===== src/rtl/coil_scheduler.sv =====
// Angle-based multi-channel coil dwell/fire scheduler. Each channel starts dwelling when the
// crank phase passes its start angle and fires when it passes its end angle.
module coil_scheduler #(
    parameter  int N_CH          = 4,
    parameter  int PHASE_MAX     = 7200,
    parameter  int DWELL_MAX_CYC = 20000,
    parameter  int TMR_W         = 24,
    localparam int CH_W          = (N_CH > 1) ? $clog2(N_CH) : 1
) (
    input  logic            clk,
    input  logic            rst_n,
    input  logic [15:0]     eng_phase,
    input  logic            synced,
    input  logic            cfg_we,
    input  logic [CH_W-1:0] cfg_ch,
    input  logic            cfg_en,
    input  logic [15:0]     cfg_start,
    input  logic [15:0]     cfg_end,
    output logic            cfg_err,
    output logic [N_CH-1:0] coil_out,
    output logic [N_CH-1:0] fault
);

    typedef enum logic [1:0] {
        CH_OFF   = 2'd0,
        CH_WAIT  = 2'd1,
        CH_DWELL = 2'd2
    } ch_state_e;

    localparam logic [TMR_W-1:0] TMR_LAST = TMR_W'(DWELL_MAX_CYC - 1);

    // True when the phase moved from prv to cur and swept over ang; a wrap through zero counts.
    function automatic logic angle_crossed(
        input logic [15:0] prv,
        input logic [15:0] cur,
        input logic [15:0] ang
    );
        logic hit;
        if (prv < cur) begin
            hit = (ang > prv) && (ang <= cur);
        end else if (cur < prv) begin
            hit = (ang > prv) || (ang <= cur);
        end else begin
            hit = 1'b0;
        end
        return hit;
    endfunction

    function automatic logic cfg_legal(
        input logic [CH_W-1:0] ch,
        input logic [15:0]     st,
        input logic [15:0]     nd
    );
        return (32'(ch) < N_CH) && (32'(st) < PHASE_MAX) && (32'(nd) < PHASE_MAX);
    endfunction

    logic [15:0]      prev_phase_r;
    logic             prev_valid_r;
    logic             cfg_err_r;
    logic [N_CH-1:0]  coil_r;
    logic [N_CH-1:0]  fault_r;
    ch_state_e        state_r [N_CH];
    logic [15:0]      start_r [N_CH];
    logic [15:0]      end_r   [N_CH];
    logic [TMR_W-1:0] timer_r [N_CH];

    logic             eval_s;
    logic             cfg_ok_s;
    logic [N_CH-1:0]  start_x_s;
    logic [N_CH-1:0]  end_x_s;

    // Write qualification and crossing evaluation against the angles currently in force.
    always_comb begin
        eval_s    = synced && prev_valid_r;
        cfg_ok_s  = cfg_we && cfg_legal(cfg_ch, cfg_start, cfg_end);
        start_x_s = '0;
        end_x_s   = '0;
        for (int i = 0; i < N_CH; i++) begin
            if (eval_s) begin
                start_x_s[i] = angle_crossed(prev_phase_r, eng_phase, start_r[i]);
                end_x_s[i]   = angle_crossed(prev_phase_r, eng_phase, end_r[i]);
            end else begin
                start_x_s[i] = 1'b0;
                end_x_s[i]   = 1'b0;
            end
        end
    end

    // Phase history, config port and per-channel dwell state machines.
    always_ff @(posedge clk) begin
        if (!rst_n) begin
            prev_phase_r <= 16'd0;
            prev_valid_r <= 1'b0;
            cfg_err_r    <= 1'b0;
            coil_r       <= '0;
            fault_r      <= '0;
            for (int i = 0; i < N_CH; i++) begin
                state_r[i] <= CH_OFF;
                start_r[i] <= 16'd0;
                end_r[i]   <= 16'd0;
                timer_r[i] <= '0;
            end
        end else begin
            cfg_err_r <= cfg_we && !cfg_ok_s;
            if (synced) begin
                prev_phase_r <= eng_phase;
                prev_valid_r <= 1'b1;
            end else begin
                prev_phase_r <= prev_phase_r;
                prev_valid_r <= 1'b0;
            end
            for (int i = 0; i < N_CH; i++) begin
                if (cfg_ok_s && (32'(cfg_ch) == i)) begin
                    // A write always aborts any dwell in progress on that channel.
                    start_r[i] <= cfg_start;
                    end_r[i]   <= cfg_end;
                    state_r[i] <= cfg_en ? CH_WAIT : CH_OFF;
                    fault_r[i] <= 1'b0;
                    coil_r[i]  <= 1'b0;
                    timer_r[i] <= '0;
                end else if (!synced) begin
                    state_r[i] <= (state_r[i] == CH_OFF) ? CH_OFF : CH_WAIT;
                    coil_r[i]  <= 1'b0;
                    timer_r[i] <= '0;
                end else begin
                    case (state_r[i])
                        CH_OFF: begin
                            coil_r[i]  <= 1'b0;
                            timer_r[i] <= '0;
                        end
                        CH_WAIT: begin
                            timer_r[i] <= '0;
                            if (start_x_s[i] && !end_x_s[i]) begin
                                state_r[i] <= CH_DWELL;
                                coil_r[i]  <= 1'b1;
                            end else begin
                                coil_r[i]  <= 1'b0;
                            end
                        end
                        CH_DWELL: begin
                            if (end_x_s[i]) begin
                                state_r[i] <= CH_WAIT;
                                coil_r[i]  <= 1'b0;
                                timer_r[i] <= '0;
                            end else if (timer_r[i] == TMR_LAST) begin
                                state_r[i] <= CH_WAIT;
                                coil_r[i]  <= 1'b0;
                                fault_r[i] <= 1'b1;
                                timer_r[i] <= '0;
                            end else begin
                                coil_r[i]  <= 1'b1;
                                timer_r[i] <= timer_r[i] + TMR_W'(1);
                            end
                        end
                        default: begin
                            state_r[i] <= CH_OFF;
                            coil_r[i]  <= 1'b0;
                            timer_r[i] <= '0;
                        end
                    endcase
                end
            end
        end
    end

    assign cfg_err  = cfg_err_r;
    assign coil_out = coil_r;
    assign fault    = fault_r;

endmodule


===== config.mk =====
export PLATFORM = sky130hd
export DESIGN_NAME = coil_scheduler
export DESIGN_NICKNAME = d
export VERILOG_FILES = /design/src/rtl/coil_scheduler.sv
export SDC_FILE = /design/constraint.sdc
export NUM_CORES = 1
export LEC_CHECK = 0
export CAP_MARGIN = 20
export CORE_MARGIN = 5
export CORE_UTILIZATION = 38
export CTS_CLUSTER_SIZE = 10
export DETAILED_ROUTE_END_ITERATION = 8
export GPL_TIMING_DRIVEN = 0
export HOLD_SLACK_MARGIN = 0.05
export SKIP_LAST_GASP = 1
export SLEW_MARGIN = 20
export SYNTH_ARGS = -nofsm -noshare
export SYNTH_HDL_FRONTEND = slang
export SYNTH_SLANG_ARGS = --single-unit

===== constraint.sdc =====
create_clock -name clk -period 10.6 [get_ports clk]
set_clock_uncertainty 0.15 [all_clocks]
set_input_delay 2.65 -clock clk [delete_from_list [all_inputs] [get_ports clk]]
set_output_delay 2.65 -clock clk [all_outputs]
set_load 0.005 [all_outputs]

# Yosys cells after proc, flatten, opt, wreduce, memory -nomap -nowiden
# Memory sizes are Yosys's and may differ from the RTL's.
# Index checks and enable logic that the tools add are counted.
# op_classes
n_lt_le_gt_ge,20
eq_ne,15
n_mux,288
n_reduce_logical,54
bitwise_logic,70
addsub,4
# ops
operator,n
2-to-1 mux 24 bit,32
2-to-1 mux 1 bit,220
greater-than comparator 16 bit,8
<= comparator 16 bit,8
2-to-1 mux 16 bit,8
adder 24 x 1 -> 24 bit (second input constant),4
== test 24 x 15 -> 1 bit (second input constant),4
bitwise OR 1 bit,64
2-to-1 mux 2 bit,24
< comparator 16 x 13 -> 1 bit (second input constant),2
< comparator 16 bit,2
OR reduction 3 bit,8
logical AND 1 bit,20
AND reduction 4 bit,4
== test 2 bit (second input constant),6
== test 2 x 1 -> 1 bit (second input constant),5
logical NOT 2 bit,5
logical OR 1 bit,8
case mux 1 bit (2 select lines),4
OR reduction 2 bit,4
NOT 1 bit,6
logical NOT 1 bit,5
# totals
mem_bits_rw,232
inputBits,55
elab_cells,466
n_memories,4
output_inout_bits,9
regBits,26
# mem_list
memory,words,word_bits,rd,rd_clocked_by_memory_dff,wr,line_no,text
timer_r,4,24,4,0,4,65,logic [TMR_W-1:0] timer_r [N_CH];
end_r,4,16,4,0,4,64,logic [15:0] end_r [N_CH];
start_r,4,16,4,0,4,63,logic [15:0] start_r [N_CH];
state_r,4,2,4,0,4,62,ch_state_e state_r [N_CH];

# Logic depth before layout (Yosys ltp)
# logic_depth
depth_word,17
mapped_depth,13
depth_no_buf,10

# Worst setup path before layout
# OpenSTA, ideal clock, no wires.
# synth_timing
path_kind,in2reg
startpoint,in cfg_end[8]
endpoint,mem timer_r[3][0] (enable)
setup_time_ns,0.385
t_required_ns,10.065
path_slack_ns,3.774
n_path_buf,0
arrival_ns,6.291
cell_stages,8
cell_sequence,or4_1 -> o2111ai_1 -> nand4_1 -> o21ai_1 -> or3_1 -> or2_2 -> o22ai_1 -> nand3_1
# synth_lines
element,line_no,text
"start, declared",18,"input logic [15:0] cfg_end,"
"end, declared",65,

==> results.toml <==
[global_route]
grt_max_degree = 25
grt_pass1_vias = 13050
antenna_found_initial = 8
grt-ovfl-total = 0
grt_use_total_pct = 19.00
grt_pass1_wl_um = 75640

[clock_tree]
h-tree-depth = 2
postCtsSetupRepairBufs = 0
cts_buffers = 34
ctsResizeCount = 0
clock_latency_ns = 0.54
clkSinkCount = 258
clk_pin_slew_ns = 0.06
postCtsHoldBufs = 0
clockBufferDepth = 3
clockRootBuffer = "clkbuf_16"
cts_tree = "yes"

[sta]
setup_violations = 0
setup_ws_ns = 3.970
hold_slack_ns = 0.3211
hold_viol = 0
slew_headroom_pct = 29.23
fmaxAchievable_ghz = 0.1508
period_needed_ns = 6.630
finalCritPeriodShare_pct = 62.55
rsz0062_at_grt = "no"
setup_tns_ns = 0
worstMarginPinSlew_ns = 1.062
slew_viol_final = 0

[logic_synthesis]
syn_area_sq_um = 17940
synthCells = 1690
yosysSeqAreaShare_pct = 41.74
synth.avg_cell_area_sq_um = 10.61
synthDistinctLibCells = 70
synth_seq_cells = 258
synth-edff-count = 232
synthArstFlopShare_pct = 0
dominantRegCellSynth = "edfxtp_1"
yosys_warnings = 0

[placed_design]
gp_congestion = 0.9010
numPortBuffers = 61
dp_hpwl_um = 37610
dp_slack_ns = 3.027
dp_cells = 2390
dpl_cell_area_sq_um = 19620

[worst_hold_path]
hold_path.class = "flip-flop to flip-flop"
min_path_cells = 2
worstHoldEndpoint = "fault[2]"
min-delay-start = "fault[2]"

[floorplan]
start_util_pct = 38.45
boundaryPins = 64
dieWidth_um = 227.3
core_sq_um = 46650
rows = 79
dieArea_sq_um = 51650
die_h_um = 227.3

[flow_run]
maxCapViolations = 0

[cells_and_area]
fin_cells = 2456
finish.utilization_pct = 44.45
final_net_count = 2166
design_area_sq_um = 20740
area_growth_pct = 15.62
drive_gt1_share_pct = 6.883

[critical_path]
worstPathMaxFanout = 24
arrival_ns = 6.64
reg2regPathDepth = 12
start_kind = "input port"
critPathSlowestCell = "o21ai_4"
path_class = "input port to flip-flop"
path_delay_family = "simple AND/OR/NAND/NOR gates"
r2r_start = "prev_phase_r[7]"
max_stage_delay_ns = 0.78
regToRegSetupSlack_ns = 6.06
path_buf_inv = 2
endpoint_kind = "flip-flop"
cp_cell_sequence = "clkdlybuf4s50_1 > or4_1 > o2111ai_1 > nand4_1 > o21ai_4 > buf_16 > or3_1 > or2_2 > o22ai_1 > nand3_2"
r2r-end = "timer_r[2][10]"
crit_required_ns = 10.61

[route]
first_pass_iters = 5
dr_total_vias = 13570
drt-total-wl_um = 49580
drcViolationCount = 0
drtIter0Drc = 1049
wl_per_cell_um = 20.19
viasPerCell = 5.524
postRouteAntennaNets = 0

[power_and_ir_drop]
ir_drop_v = 0.00008550
power_density_nw_per_um2 = 135.7
finalPower_mw = 2.815
p_leak_nw = 8.132

[run_status]
status = "finished, final reports clean"
==> area by class of cell <==
class | count | area, sq um
multi-input combinational | 1342 | 10080
timing repair buffer | 70 | 797.0
tap | 607 | 759.5
clock buffer | 59 | 1069
buffer | 35 | 209.0
fill | 4369 | 25910
inverter | 78 | 292.8
antenna | 4 | 10.01
sequential | 258 | 7487
clock inverter | 3 | 40.04
==> kinds of logic after synthesis <==
kind of cell	Yosys count	share of synthesized area (%)
fa+ha+maj	292	20.37
xor+xnor	88	4.297
flops	258	41.74
simple gates	661	20.58
mux	17	0.9486
other cells	1	0.02090
compound gates	260	9.256
buf+inv	113	2.797
==> worst max-delay path by stage <==
stage                             from              to  slack (ns)  cells past startpoint
after floorplan             cfg_end[8]   timer_r[3][0]        3.77                      8
after global placement    cfg_start[8]  timer_r[3][13]        1.11                      9
after detailed placement  cfg_start[8]  timer_r[3][15]        3.03                     10
after CTS                 cfg_start[8]  timer_r[3][20]        3.59                     10
after global routing      cfg_start[8]  timer_r[3][21]        3.75                     10
final                     cfg_start[8]  timer_r[3][20]        3.97                     10
==> power by group <==
part,switching (mW),total [mW],internal [mW]
registers,0.0513,1.22,1.17
clock network,0.451,1.16,0.706
logic,0.262,0.435,0.173
total,0.764,2.81,2.05
==> layout by cell type (no fill, tap or decap), types with 16 or more instances in the layout <==
cell type	instances
and3_1	50
xnor2_1	34
a21o_1	20
nor2b_1	16
inv_1	78
edfxtp_1	232
conb_1	24
nand2_1	93
mux2i_1	17
nor3_1	17
xor2_1	54
nand4_1	75
a21oi_1	105
o21ai_0	34
clkdlybuf4s50_1	61
clkbuf_1	35
dfxtp_1	26
nor4_1	21
nand3_1	82
nor2_1	130
and2_1	87
clkbuf_16	37
ha_1	292
nor2_4	36
==> metal layers <==
metal	global-route usage, %	routed length [um]	share of wire (%)	vias up
met4	5.266	1149	2.3	8
met2	30.16	22160	45	365
li1	-	-	-	6577
met1	26.45	22830	46	6536
met3	4.088	3383	6.8	80
met5	0	55	0.11	-
==> state kept, by name, summed over array words and instances, names as in the netlist <==
signal	cells
fault	4
prev_valid_r	1
cfg_err	1
end_r	64
coil_out	4
state_r	8
start_r	64
timer_r	96
prev_phase_r	16
==> cell usage after synthesis, drive strengths merged (3+ instances only) <==
cell type,n,area (sq um)
nor3b,5,37.54
and4,6,52.55
ha,292,3654
mux2i,17,170.2
nor3,17,85.08
a211oi,12,90.09
nand2b,6,40.04
and3,50,312.8
o21a,7,52.55
xor2,54,473.0
o22ai,6,37.54
a21o,21,157.7
edfxtp,232,6967
a221o,6,60.06
buf,16,137.6
o21ai,36,180.2
xnor2,34,297.8
or3,8,50.05
nor4,21,131.4
a2111o,3,33.78
inv,78,292.8
nand2,94,352.8
a21oi,105,525.5
nor2b,17,113.9
nor4b,4,35.03
a21boi,7,52.55
nor2,170,918.4
o2111ai,7,61.31
nand3,83,415.4
a221oi,7,61.31
o21bai,3,22.52
o31ai,3,22.52
and2,88,550.5
or4,8,63.81
a31oi,4,25.02
nand4,75,469.2
or2,6,37.53
clkbuf,19,71.32
dfxtp,26,520.5
o211ai,14,105.1
==> worst register-to-register path, cell delays in order, from the launching register on <==
cell and delay [ns]:
dfxtp_1 0.31, inv_1 0.33, ha_1 0.35, and3_1 0.19
a221oi_1 0.36, o22ai_1 0.22, nor4_1 0.66, buf_2 0.43
o21ai_0 0.23, a31o_2 0.27, nand4_1 0.36, buf_6 0.22
buf_6 0.16
Note: power is estimated with default switching activity, not from simulation.
